[src/rtl/lsu_pkg.sv]
// Shared types and helpers for the load/store unit: FSM states, funct3 encodings
// and request legality checks.
package lsu_pkg;

    typedef enum logic [1:0] {
        IDLE   = 2'd0,
        ACCESS = 2'd1,
        MERGE  = 2'd2,
        RESP   = 2'd3
    } state_t;

    localparam logic [2:0] F3_B  = 3'b000;
    localparam logic [2:0] F3_H  = 3'b001;
    localparam logic [2:0] F3_W  = 3'b010;
    localparam logic [2:0] F3_BU = 3'b100;
    localparam logic [2:0] F3_HU = 3'b101;

    function automatic logic is_misaligned(input logic [2:0] funct3, input logic [1:0] addr_lo);
        logic mis;
        case (funct3[1:0])
            2'b01:   mis = addr_lo[0];
            2'b10:   mis = |addr_lo;
            default: mis = 1'b0;
        endcase
        return mis;
    endfunction

    function automatic logic is_illegal(input logic we, input logic [2:0] funct3);
        logic bad;
        if (we) bad = (funct3 > F3_W);
        else    bad = (funct3 == 3'b011) || (funct3[2:1] == 2'b11);
        return bad;
    endfunction

endpackage

[src/rtl/lsu_align.sv]
// Combinational lane logic: extracts and extends load lanes, and merges
// sub-word store data into an old memory word.
module lsu_align
    import lsu_pkg::*;
#(
    parameter int WIDTH = 32
) (
    input  logic [WIDTH-1:0] load_word,
    input  logic [WIDTH-1:0] old_word,
    input  logic [WIDTH-1:0] wdata,
    input  logic [1:0]       addr_lo,
    input  logic [2:0]       funct3,
    output logic [WIDTH-1:0] load_data,
    output logic [WIDTH-1:0] merged_data
);

    logic [7:0]  byte_lane;
    logic [15:0] half_lane;

    always_comb begin
        case (addr_lo)
            2'd0:    byte_lane = load_word[7:0];
            2'd1:    byte_lane = load_word[15:8];
            2'd2:    byte_lane = load_word[23:16];
            default: byte_lane = load_word[31:24];
        endcase
        half_lane = addr_lo[1] ? load_word[31:16] : load_word[15:0];

        case (funct3)
            F3_B:    load_data = {{(WIDTH-8){byte_lane[7]}}, byte_lane};
            F3_BU:   load_data = {{(WIDTH-8){1'b0}}, byte_lane};
            F3_H:    load_data = {{(WIDTH-16){half_lane[15]}}, half_lane};
            F3_HU:   load_data = {{(WIDTH-16){1'b0}}, half_lane};
            default: load_data = load_word;
        endcase
    end

    always_comb begin
        merged_data = old_word;
        case (funct3[1:0])
            2'b00: begin
                case (addr_lo)
                    2'd0:    merged_data[7:0]   = wdata[7:0];
                    2'd1:    merged_data[15:8]  = wdata[7:0];
                    2'd2:    merged_data[23:16] = wdata[7:0];
                    default: merged_data[31:24] = wdata[7:0];
                endcase
            end
            2'b01: begin
                if (addr_lo[1]) merged_data[31:16] = wdata[15:0];
                else            merged_data[15:0]  = wdata[15:0];
            end
            default: merged_data = wdata;
        endcase
    end

endmodule

[src/rtl/lsu.sv]
// Load/store unit: one request at a time against a word-addressed data memory,
// with read-modify-write for byte and halfword stores.
//
// state  | meaning
// IDLE   | ready; capture request, check funct3/alignment
// ACCESS | load read, SW write, or SB/SH read of old word
// MERGE  | SB/SH write of merged word
// RESP   | one-cycle response pulse
module lsu
    import lsu_pkg::*;
#(
    parameter int WIDTH = 32,
    parameter int INDEX = 5
) (
    input  logic             clk_in,
    input  logic             rst_in,
    input  logic             req_valid_in,
    output logic             req_ready_out,
    input  logic             req_we_in,
    input  logic [2:0]       req_funct3_in,
    input  logic [WIDTH-1:0] req_addr_in,
    input  logic [WIDTH-1:0] req_wdata_in,
    output logic             resp_valid_out,
    output logic [WIDTH-1:0] resp_rdata_out,
    output logic             resp_err_out,
    output logic             mem_we_out,
    output logic             mem_re_out,
    output logic [INDEX-1:0] mem_addr_out,
    output logic [WIDTH-1:0] mem_wdata_out,
    input  logic [WIDTH-1:0] mem_rdata_in
);

    state_t           state_q, state_d;
    logic             we_q;
    logic [2:0]       funct3_q;
    logic [INDEX+1:0] addr_q;
    logic [WIDTH-1:0] wdata_q;
    logic [WIDTH-1:0] merge_q;
    logic [WIDTH-1:0] rdata_q;
    logic             err_q;

    logic             accept;
    logic             load_cap;
    logic             merge_cap;
    logic             req_err;
    logic [WIDTH-1:0] load_data;
    logic [WIDTH-1:0] merged_data;

    // Only the word-index bits of the byte address reach the memory.
    logic             unused_addr_bits;
    assign unused_addr_bits = ^req_addr_in[WIDTH-1:INDEX+2];

    assign req_err = is_illegal(req_we_in, req_funct3_in) ||
                     is_misaligned(req_funct3_in, req_addr_in[1:0]);

    assign mem_addr_out = addr_q[INDEX+1:2];

    lsu_align #(.WIDTH(WIDTH)) u_align (
        .load_word   (mem_rdata_in),
        .old_word    (merge_q),
        .wdata       (wdata_q),
        .addr_lo     (addr_q[1:0]),
        .funct3      (funct3_q),
        .load_data   (load_data),
        .merged_data (merged_data)
    );

    always_ff @(posedge clk_in or posedge rst_in) begin
        if (rst_in) state_q <= IDLE;
        else        state_q <= state_d;
    end

    always_comb begin
        state_d        = state_q;
        req_ready_out  = 1'b0;
        resp_valid_out = 1'b0;
        resp_rdata_out = '0;
        resp_err_out   = 1'b0;
        mem_we_out     = 1'b0;
        mem_re_out     = 1'b0;
        mem_wdata_out  = '0;
        accept         = 1'b0;
        load_cap       = 1'b0;
        merge_cap      = 1'b0;
        case (state_q)
            IDLE: begin
                // Ready is gated so it reads 0 while reset is held.
                req_ready_out = !rst_in;
                if (req_valid_in) begin
                    accept  = 1'b1;
                    state_d = req_err ? RESP : ACCESS;
                end
            end
            ACCESS: begin
                if (!we_q) begin
                    mem_re_out = 1'b1;
                    load_cap   = 1'b1;
                    state_d    = RESP;
                end else if (funct3_q == F3_W) begin
                    mem_we_out    = 1'b1;
                    mem_wdata_out = wdata_q;
                    state_d       = RESP;
                end else begin
                    mem_re_out = 1'b1;
                    merge_cap  = 1'b1;
                    state_d    = MERGE;
                end
            end
            MERGE: begin
                mem_we_out    = 1'b1;
                mem_wdata_out = merged_data;
                state_d       = RESP;
            end
            RESP: begin
                resp_valid_out = 1'b1;
                resp_rdata_out = rdata_q;
                resp_err_out   = err_q;
                state_d        = IDLE;
            end
            default: state_d = IDLE;
        endcase
    end

    always_ff @(posedge clk_in or posedge rst_in) begin
        if (rst_in) begin
            we_q     <= 1'b0;
            funct3_q <= '0;
            addr_q   <= '0;
            wdata_q  <= '0;
            merge_q  <= '0;
            rdata_q  <= '0;
            err_q    <= 1'b0;
        end else begin
            if (accept) begin
                we_q     <= req_we_in;
                funct3_q <= req_funct3_in;
                addr_q   <= req_addr_in[INDEX+1:0];
                wdata_q  <= req_wdata_in;
                err_q    <= req_err;
                rdata_q  <= '0;
            end
            if (load_cap)  rdata_q <= load_data;
            if (merge_cap) merge_q <= mem_rdata_in;
        end
    end

endmodule

[config.mk]
export PLATFORM = sky130hd
export DESIGN_NAME = lsu
export DESIGN_NICKNAME = d
export VERILOG_FILES = /design/src/rtl/lsu_pkg.sv /design/src/rtl/lsu_align.sv /design/src/rtl/lsu.sv
export SDC_FILE = /design/constraint.sdc
export NUM_CORES = 1
export LEC_CHECK = 0
export CAP_MARGIN = 20
export CELL_PAD_IN_SITES_DETAIL_PLACEMENT = 0
export CELL_PAD_IN_SITES_GLOBAL_PLACEMENT = 1
export CORE_MARGIN = 1.5
export CORE_UTILIZATION = 30
export CTS_CLUSTER_SIZE = 20
export DETAILED_ROUTE_END_ITERATION = 10
export PLACE_DENSITY = 0.79
export SLEW_MARGIN = 20
export SYNTH_ARGS = -nofsm -noshare
export SYNTH_HDL_FRONTEND = slang
export SYNTH_SLANG_ARGS = --single-unit
[constraint.sdc]
create_clock -name clk_in -period 3.7 [get_ports clk_in]
set_input_delay 0.74 -clock clk_in [delete_from_list [all_inputs] [get_ports clk_in]]
set_output_delay 0.74 -clock clk_in [all_outputs]
set_load 0.03 [all_outputs]
* Word-level counts from Yosys, hierarchy flattened *
Index checks and enable logic that the tools add are counted.

operators by class
  order comparisons = 1
  equal/unequal tests = 15
  mux-type cells = 38
  reduce and logical (&&, ||, !) cells = 10

operator list
  kind                                                 count
  2-to-1 mux 32 bit                                    5
  case mux 32 bit (2 select lines)                     2
  case mux 32 bit (4 select lines)                     1
  2-to-1 mux 16 bit                                    3
  2-to-1 mux 8 bit                                     4
  case mux 8 bit (3 select lines)                      1
  2-to-1 mux 1 bit                                     17
  == test 2 bit (second input constant)                5
  == test 2 x 1 -> 1 bit (second input constant)       4
  case mux 2 bit (4 select lines)                      1
  == test 3 x 2 -> 1 bit (second input constant)       2
  == test 3 bit (second input constant)                2
  zero test 2 bit                                      3
  2-to-1 mux 2 bit                                     2
  case mux 1 bit (2 select lines)                      2
  == test 3 x 1 -> 1 bit (second input constant)       1
  > comparator 3 x 2 -> 1 bit (second input constant)  1
  zero test 3 bit                                      1
  OR reduction 3 bit                                   1
  logical OR 1 bit                                     2
  inequality test 2 bit (second input constant)        1
  nonzero test 2 bit                                   1
  OR reduction 2 bit                                   1
  zero test 1 bit                                      1

word-level totals
  register bits = 110
  bits of input ports = 103
  output and inout bits = 74
  word-level logic and storage cells = 72

* Depth between registers and ports, before layout *
Gate-level depths: netlist of the first run.

  depth after elaboration = 7
  mapped depth = 8
  depth with buffers taken out = 7

* Modules after synthesis *
From an unflattened synthesis of the first run, not the netlist that was laid out.

second synthesis, totals
  cells, all modules = 632
  area total of the unflattened synthesis = 6,850.3 µm²

modules (own cells, without submodules)
  module     instances  cells an instance  area each (µm²)  sequential area each (µm²)
  lsu        1          393                5,099.9          2,752.6
  lsu_align  1          239                1,750.4          0.0

* Worst setup path before layout of the first run *
No wires, ideal clock.

  path kind = flip-flop to output port
  from = register state_q[0]
  to = output port mem_wdata_out[0]
  arrival time = 1,947 ps
  required time = 2,960 ps
  slack = 1,013 ps
  stages on the path, launching flop included = 8
  path buffers = 2
  cell sequence = dfrtp_1 inv_1 ha_1 clkbuf_1 clkbuf_1 o221ai_1 a21o_1 a21boi_1

on the way
  cells in the longest elaborated chain, start to end = 2
  elaborated cells on any way between the ends = 3
  classes of those cells = eq/ne (2); mux (1)

ends and longest elaborated chain
  element                                                  line       RTL
  start, declared                                          lsu.sv:33  state_t state_q, state_d;
  start signal, assigned                                   lsu.sv:70  else state_q <= state_d;
  == test 2 bit or == test 2 x 1 -> 1 bit (tied branches)  lsu.sv:85  case (state_q)
  case mux 32 bit (2 select lines) *                       lsu.sv:85
  end, declared                                            lsu.sv:29  output logic [WIDTH-1:0] mem_wdata_out,

Mark *: on every way between the ends. The rest lies on a longest branch, timed or not.

* Worst setup path after layout of the first run *
  from = register addr_q[0]
  to = output port mem_wdata_out[7]

on the way
  cells in the longest elaborated chain, start to end = 4

ends and longest elaborated chain
  element                           line             RTL
  start, declared                   lsu.sv:36        logic [INDEX+1:0] addr_q;
  start signal, assigned            lsu.sv:137       addr_q <= req_addr_in[INDEX+1:0];
  zero test 2 bit                   lsu_align.sv:42  case (addr_lo)
  2-to-1 mux 8 bit                  lsu_align.sv:42
  case mux 32 bit (2 select lines)  lsu_align.sv:40  case (funct3[1:0])
  case mux 32 bit (2 select lines)  lsu.sv:85

No other way between the ends.

==> flow_metrics.py, run 1 <==
metrics = {
    "status": {
        "status": "finished clean",
    },
    "yosys": {
        "synth-seq-cells": 110,
        "synth.distinct_cells": 44,
        "synth_warnings": 0,
        "synth_top_flop_cell": "dfrtp_1",
        "syn-num-nets": 757,
        "synth-edff-count": 0,
        "synth_area_sq_um": 6352,
        "synth_top_area_frac": 0.4333,
        "async_reset_ff_frac": 1.000,
        "syn_inst": 646,
        "yosysSeqAreaShare": 0.4333,
        "syn_avg_cell_area_sq_um": 9.833,
        "synth_top_area_cell": "dfrtp_1",
        "synth.area.top_cells": "dfrtp_1, mux2_2, o21ai_0",
    },
    "cts": {
        "cts_resized": 0,
        "root_buffer": "clkbuf_16",
        "holdBufCountCts": 0,
        "numCtsBuffers": 9,
        "cts_setup_buffers": 0,
        "ctsLongestPathBuffers": 2,
        "tritoncts": "yes",
        "htreeDepth": 3,
        "clkSlewWorstSetupHoldPaths_ps": 80,
        "clkLatencyLatePin_ps": 370,
        "numClockSinks": 110,
    },
    "global_route": {
        "grt_max_degree": 59,
        "grt.overflow.total": 0,
        "grt_pass1_wl_mm": 30.79,
        "antenna_found_initial": 0,
        "track_usage": 0.1852,
        "grt_pass1_vias": 5199,
    },
    "worst_setup_path": {
        "path_cells": "nor3_1 > nor2_1 > o221ai_1 > a21o_1 > a21boi_1 > clkdlybuf4s50_1",
        "path_class": "reg2out",
        "cp_top_family": "buffers and inverters",
        "cp_max_fo": 10,
        "arrival_ps": 2840,
        "path_buf_inv": 1,
        "worstSetupEndpointType": "primary output",
        "startpoint_type": "flop",
        "critPathMaxStageDelay_ps": 720,
        "cp_slowest_cell": "clkdlybuf4s50_1",
        "cp.required_ps": 2960,
    },
    "layout": {
        "diodes": 0,
        "fin_area_sq_um": 8458,
        "layout_commonest_cell": "clkdlybuf4s50_1",
        "layout.nets": 884,
        "drive_gt1_frac": 0.1710,
        "syn_to_final_growth_pct": 33.15,
        "final_cell_mix": "clkdlybuf4s50_1, dfrtp_1, mux2_2",
        "post-route-util": 0.4049,
    },
    "sta": {
        "finalSetupViolations": 0,
        "worstMarginPinSlew_ps": 763.8,
        "worst_slack_ps": 116.9,
        "slew_headroom": 0.4908,
        "setup_tns_ps": 0,
        "hold_slack_ps": 474.4,
        "hold_viol_final": 0,
        "rsz0062_at_grt": "no",
        "skew_ps": 10.82,
        "slew_violations": 0,
        "fin_crit_ps": 3583,
        "max_freq_ghz": 0.2791,
        "finalCritPeriodShare": 0.9684,
    },
    "floorplanning": {
        "die_area_sq_um": 22060,
        "core_area_sq_um": 20890,
        "start_util": 0.3041,
        "fp.dieW_um": 148.5,
        "rows": 53,
        "pin_count": 177,
        "die_h_um": 148.5,
    },
    "run": {
        "drv_cap": 0,
    },
    "power": {
        "ir_worst_vdd_uv": 364.3,
        "p_leak_uw": 0.003490,
        "powerDensity_nw_per_um2": 919.3,
    },
    "routing": {
        "routedWlPerCell_um": 19.16,
        "dr_total_vias": 5430,
        "wirelength_mm": 20.17,
        "dr.pass1.iters": 5,
        "viasPerCell": 5.157,
        "drc": 0,
        "antenna_left": 0,
        "drt_iter0_drc": 374,
    },
    "min_path": {
        "hp-class": "reg2reg",
    },
    "placement": {
        "hpwl_mm": 14.62,
        "place_area_sq_um": 8115,
        "pre_cts_ws_ps": 454.3,
        "io_buffers": 151,
        "routabilityCongestion": 0.8749,
    },
}
tightest hold or removal path: stages, from the launching register on:
cell and delay (ps):
dfrtp_1 340, nand2_1 50, o21ai_0 60
power breakdown:
part | internal [uW] | leakage, uW | switching (uW) | total [uW]
Combinational | 1950 | 0.00201 | 2380 | 4330
Sequential | 1790 | 0.00133 | 593 | 2380
Clock | 599 | 0.000150 | 468 | 1070
logic make-up (layout without fill, tap and decap cells):
group,after synthesis,after routing,synth area share
flip-flops,110,110,0.4333
AO/OA/AOI/OAI,205,205,0.1978
adder cells (fa/ha/maj),8,8,0.01576
AND/OR/NAND/NOR,152,152,0.1186
buffers and inverters,63,195,0.04727
multiplexers,108,108,0.1873
per-stage QoR:
stage	power, uW	instances
4_1_cts	7805	1053
5_1_grt	8287	1053
3_5_place_dp	6716	1037
3_3_place_gp	6648	1037
6_report	7776	1053
2_1_floorplan	5294	646
layout make-up:
type / count / area (sq um)
multi-input cells: 473 / 3311
flip-flops and latches: 110 / 2755
fillers: 2082 / 12430
inverters: 8 / 35.03
well taps: 275 / 344.1
clock buffers: 10 / 229.0
clock inverters: 6 / 92.59
repair buffers: 171 / 1692
final timing paths:
kind                            slack, ps  cells past startpoint                to   startpoint
worst min register to register        470                      2       rdata_q[16]  rdata_q[16]
worst max register to register       1350                      5       rdata_q[21]    addr_q[1]
worst max-delay path                  120                      6  mem_wdata_out[7]    addr_q[0]
max in group asynchronous            1960                      3        rdata_q[8]       rst_in
worst min-delay path                  470                      2       rdata_q[16]  rdata_q[16]
min in group asynchronous             900                      2        rdata_q[1]       rst_in
cell usage after synthesis (2+ instances only):
library cell,count
dfrtp_1,110
inv_2,2
a221oi_1,9
o21ai_1,14
o21a_1,12
nor2b_1,23
buf_2,15
buf_1,4
a21oi_1,31
and2_1,33
mux2_4,2
o21ai_0,70
nand3b_1,2
a21o_1,8
mux2i_1,27
a31oi_1,5
ha_1,8
nor3_1,6
a22oi_1,3
clkbuf_1,25
inv_1,6
o211ai_1,2
nor2_1,10
mux2_2,79
nand2_1,65
buf_4,10
nand2b_1,5
nand3_1,5
o22ai_1,26
a211oi_1,2
a21boi_1,8
o221ai_1,7
sequential cells by signal (all words and copies together) (netlist names):
name / count
addr_q: 7
err_q: 1
funct3_q: 3
merge_q: 32
rdata_q: 32
state_q: 2
wdata_q: 32
we_q: 1
routing by layer:
metal	global-route usage	routed length [um]	vias up	share of wire
met5	0	0	-	0
met4	0.05644	395	0	0.020
met3	0.04387	1353	31	0.067
met2	0.2886	9205	195	0.46
met1	0.2545	9216	2635	0.46
li1	-	-	2569	-
Note: power is estimated with default switching activity, not from simulation.
==> run 2, diff against run 1 <==
--- a/config.mk
+++ b/config.mk
@@ -5,7 +5,7 @@
 export SDC_FILE = /design/constraint.sdc
 export NUM_CORES = 1
 export LEC_CHECK = 0
-export CAP_MARGIN = 20
+export CAP_MARGIN = 15
 export CELL_PAD_IN_SITES_DETAIL_PLACEMENT = 0
 export CELL_PAD_IN_SITES_GLOBAL_PLACEMENT = 1
 export CORE_MARGIN = 1.5
==> results of run 2 <==
Final layout, timing and power as in run 1 (identical DEF).
==> run 3, diff against run 2 <==
==> constraint.sdc (replaced) <==
create_clock -name clk_in -period 3.7 [get_ports clk_in]
set_input_delay 0.74 -clock clk_in [delete_from_list [all_inputs] [get_ports clk_in]]
set_output_delay 0.74 -clock clk_in [all_outputs]
set_load 0.05 [all_outputs]
==> run 3 against run 2 <==
  * First-iteration DRC count down 0.80%
  * Fmax increased by 6.2%
  * Setup slack improved by 210 ps
  * Global-route usage is 0.46 points higher
  * Core utilization increased by 0.68 points
  * Flip-flop and latch count is the same
  * Sequential power hardly changed
  * Non-clock buffer count is 2 lower
  * Clock skew shrank 3.0 ps
  * Power rose by 7.5%
  * Register-to-register slack worse by 200 ps
  * Critical endpoint is now mem_wdata_out[23]
  * Highest routed layer unchanged
==> flow_metrics.py, run 3 (synthesized netlist as in run 1, its figures left out) <==
metrics = {
    "status": {
        "status": "finished clean",
    },
    "layout": {
        "syn_to_final_growth_pct": 35.39,
        "final_cell_mix": "clkdlybuf4s50_1, dfrtp_1, mux2_2",
        "layout.nets": 882,
        "diodes": 0,
        "reg_top3": "merge_q x32, rdata_q x32, wdata_q x32",
        "drive_gt1_frac": 0.2036,
        "layout.cells.non_filler": 1051,
        "layout_commonest_cell": "clkdlybuf4s50_1",
        "post-route-util": 0.4117,
    },
    "min_path": {
        "hp-class": "reg2reg",
    },
    "placement": {
        "io_buffers": 151,
        "routabilityCongestion": 0.8324,
        "post-place-cells": 1035,
        "pre_cts_ws_ps": 725.4,
        "hpwl_mm": 14.68,
    },
    "global_route": {
        "grt_pass1_wl_mm": 31.66,
        "grtUsageMet1": 0.2551,
        "grt_pass1_vias": 5352,
        "globalRouteMet3Util": 0.05031,
        "grt.overflow.total": 0,
        "grt_max_degree": 85,
        "grt_util_met2": 0.2951,
        "grt.busiest_layer": "met2",
        "track_usage": 0.1899,
        "antenna_found_initial": 0,
    },
    "routing": {
        "dr.pass1.iters": 6,
        "wirelength_mm": 20.41,
        "viasPerCell": 5.274,
        "antenna_left": 0,
        "routedWlPerCell_um": 19.42,
        "dr_total_vias": 5543,
        "drc": 0,
        "drt_iter0_drc": 371,
    },
    "worst_setup_path": {
        "arrival_ps": 2630,
        "path_class": "reg2out",
        "cp.required_ps": 2960,
        "startpoint_type": "flop",
        "cp_max_fo": 14,
        "worstSetupEndpointType": "primary output",
    },
    "sta": {
        "slew_headroom": 0.5819,
        "finalSetupViolations": 0,
        "hold_viol_final": 0,
        "skew_ps": 7.768,
        "max_freq_ghz": 0.2965,
        "setup_tns_ps": 0,
        "finalCritPeriodShare": 0.9116,
        "fin_crit_ps": 3373,
        "hold_slack_ps": 470.9,
        "slew_violations": 0,
        "rsz0062_at_grt": "no",
        "worstMarginPinSlew_ps": 625.9,
        "worst_slack_ps": 326.9,
    },
    "power": {
        "ir_worst_vdd_uv": 529.4,
        "powerDensity_nw_per_um2": 971.5,
        "p_leak_uw": 0.003515,
    },
    "floorplanning": {
        "fp.dieW_um": 148.5,
        "die_h_um": 148.5,
        "start_util": 0.3041,
        "core_area_sq_um": 20890,
        "rows": 53,
        "die_area_sq_um": 22060,
        "pin_count": 177,
    },
    "cts": {
        "root_buffer": "clkbuf_16",
        "ctsLongestPathBuffers": 2,
        "cts_setup_buffers": 0,
        "clkSlewWorstSetupHoldPaths_ps": 70,
        "clkLatencyLatePin_ps": 360,
        "numClockSinks": 110,
        "holdBufCountCts": 0,
        "numCtsBuffers": 9,
        "htreeDepth": 3,
        "cts_resized": 0,
        "tritoncts": "yes",
    },
    "run": {
        "drv_cap": 0,
    },
}
run 3: changes by cell type in the layout (fill, tap and decap cells not counted), sizes merged:
cell / previous run / this run
clkdlybuf4s50: 143 / 118
buf: 23 / 51
bufinv: 2 / 1
dlymetal6s2s: 5 / 0
clkbuf: 10 / 11
inv: 8 / 9
clkinvlp: 2 / 0
clkinv: 2 / 3
run 3: final cells by class:
type                            count  area (sq um)
Fill cell                        2091         12290
Tap cell                          275         344.1
Clock inverter                      5         57.56
Clock buffer                       11         242.7
Multi-Input combinational cell    473          3306
Inverter                            8         32.53
Sequential cell                   110          2754
Timing Repair Buffer              169          1864
run 3: where the power goes:
part	internal (uW)	switching, uW
logic	2110	2840
registers	1790	620
clock network	546	459
total	4440	3920
run 3: critical path: stages (launching register included):
cell	delay, ps
dfrtp_1	430
inv_1	130
ha_1	270
nand3b_1	170
nor2_1	130
o21a_1	510
a22oi_1	180
nor2b_1	280
buf_12	180
run 3: per-stage QoR:
step / cell area [sq um] / total power (uW)
5_1_grt: 8601 / 8873
6_report: 8601 / 8356
3_3_place_gp: 8300 / 7293
3_5_place_dp: 8300 / 7362
4_1_cts: 8601 / 8394
2_1_floorplan: 6352 / 5726
run 3: layer usage:
layer  vias to the layer above  wire length (um)  part of all wire
li1                       2571                 -                 -
met1                      2695              8717              0.43
met2                       239              9462              0.46
met3                        38              1688             0.083
met4                         0               540             0.026
met5                         -                 0                 0
run 3: worst paths after layout:
path / startpoint / end / slack, ps / depth (start not counted)
worst max-delay path: state_q[1] / mem_wdata_out[23] / 330 / 8
max in group asynchronous: rst_in / wdata_q[8] / 2160 / 3
worst min-delay path: rdata_q[21] / rdata_q[21] / 470 / 2
worst max register to register: addr_q[1] / rdata_q[31] / 1150 / 5
worst min register to register: rdata_q[21] / rdata_q[21] / 470 / 2
min in group asynchronous: rst_in / state_q[0] / 740 / 2
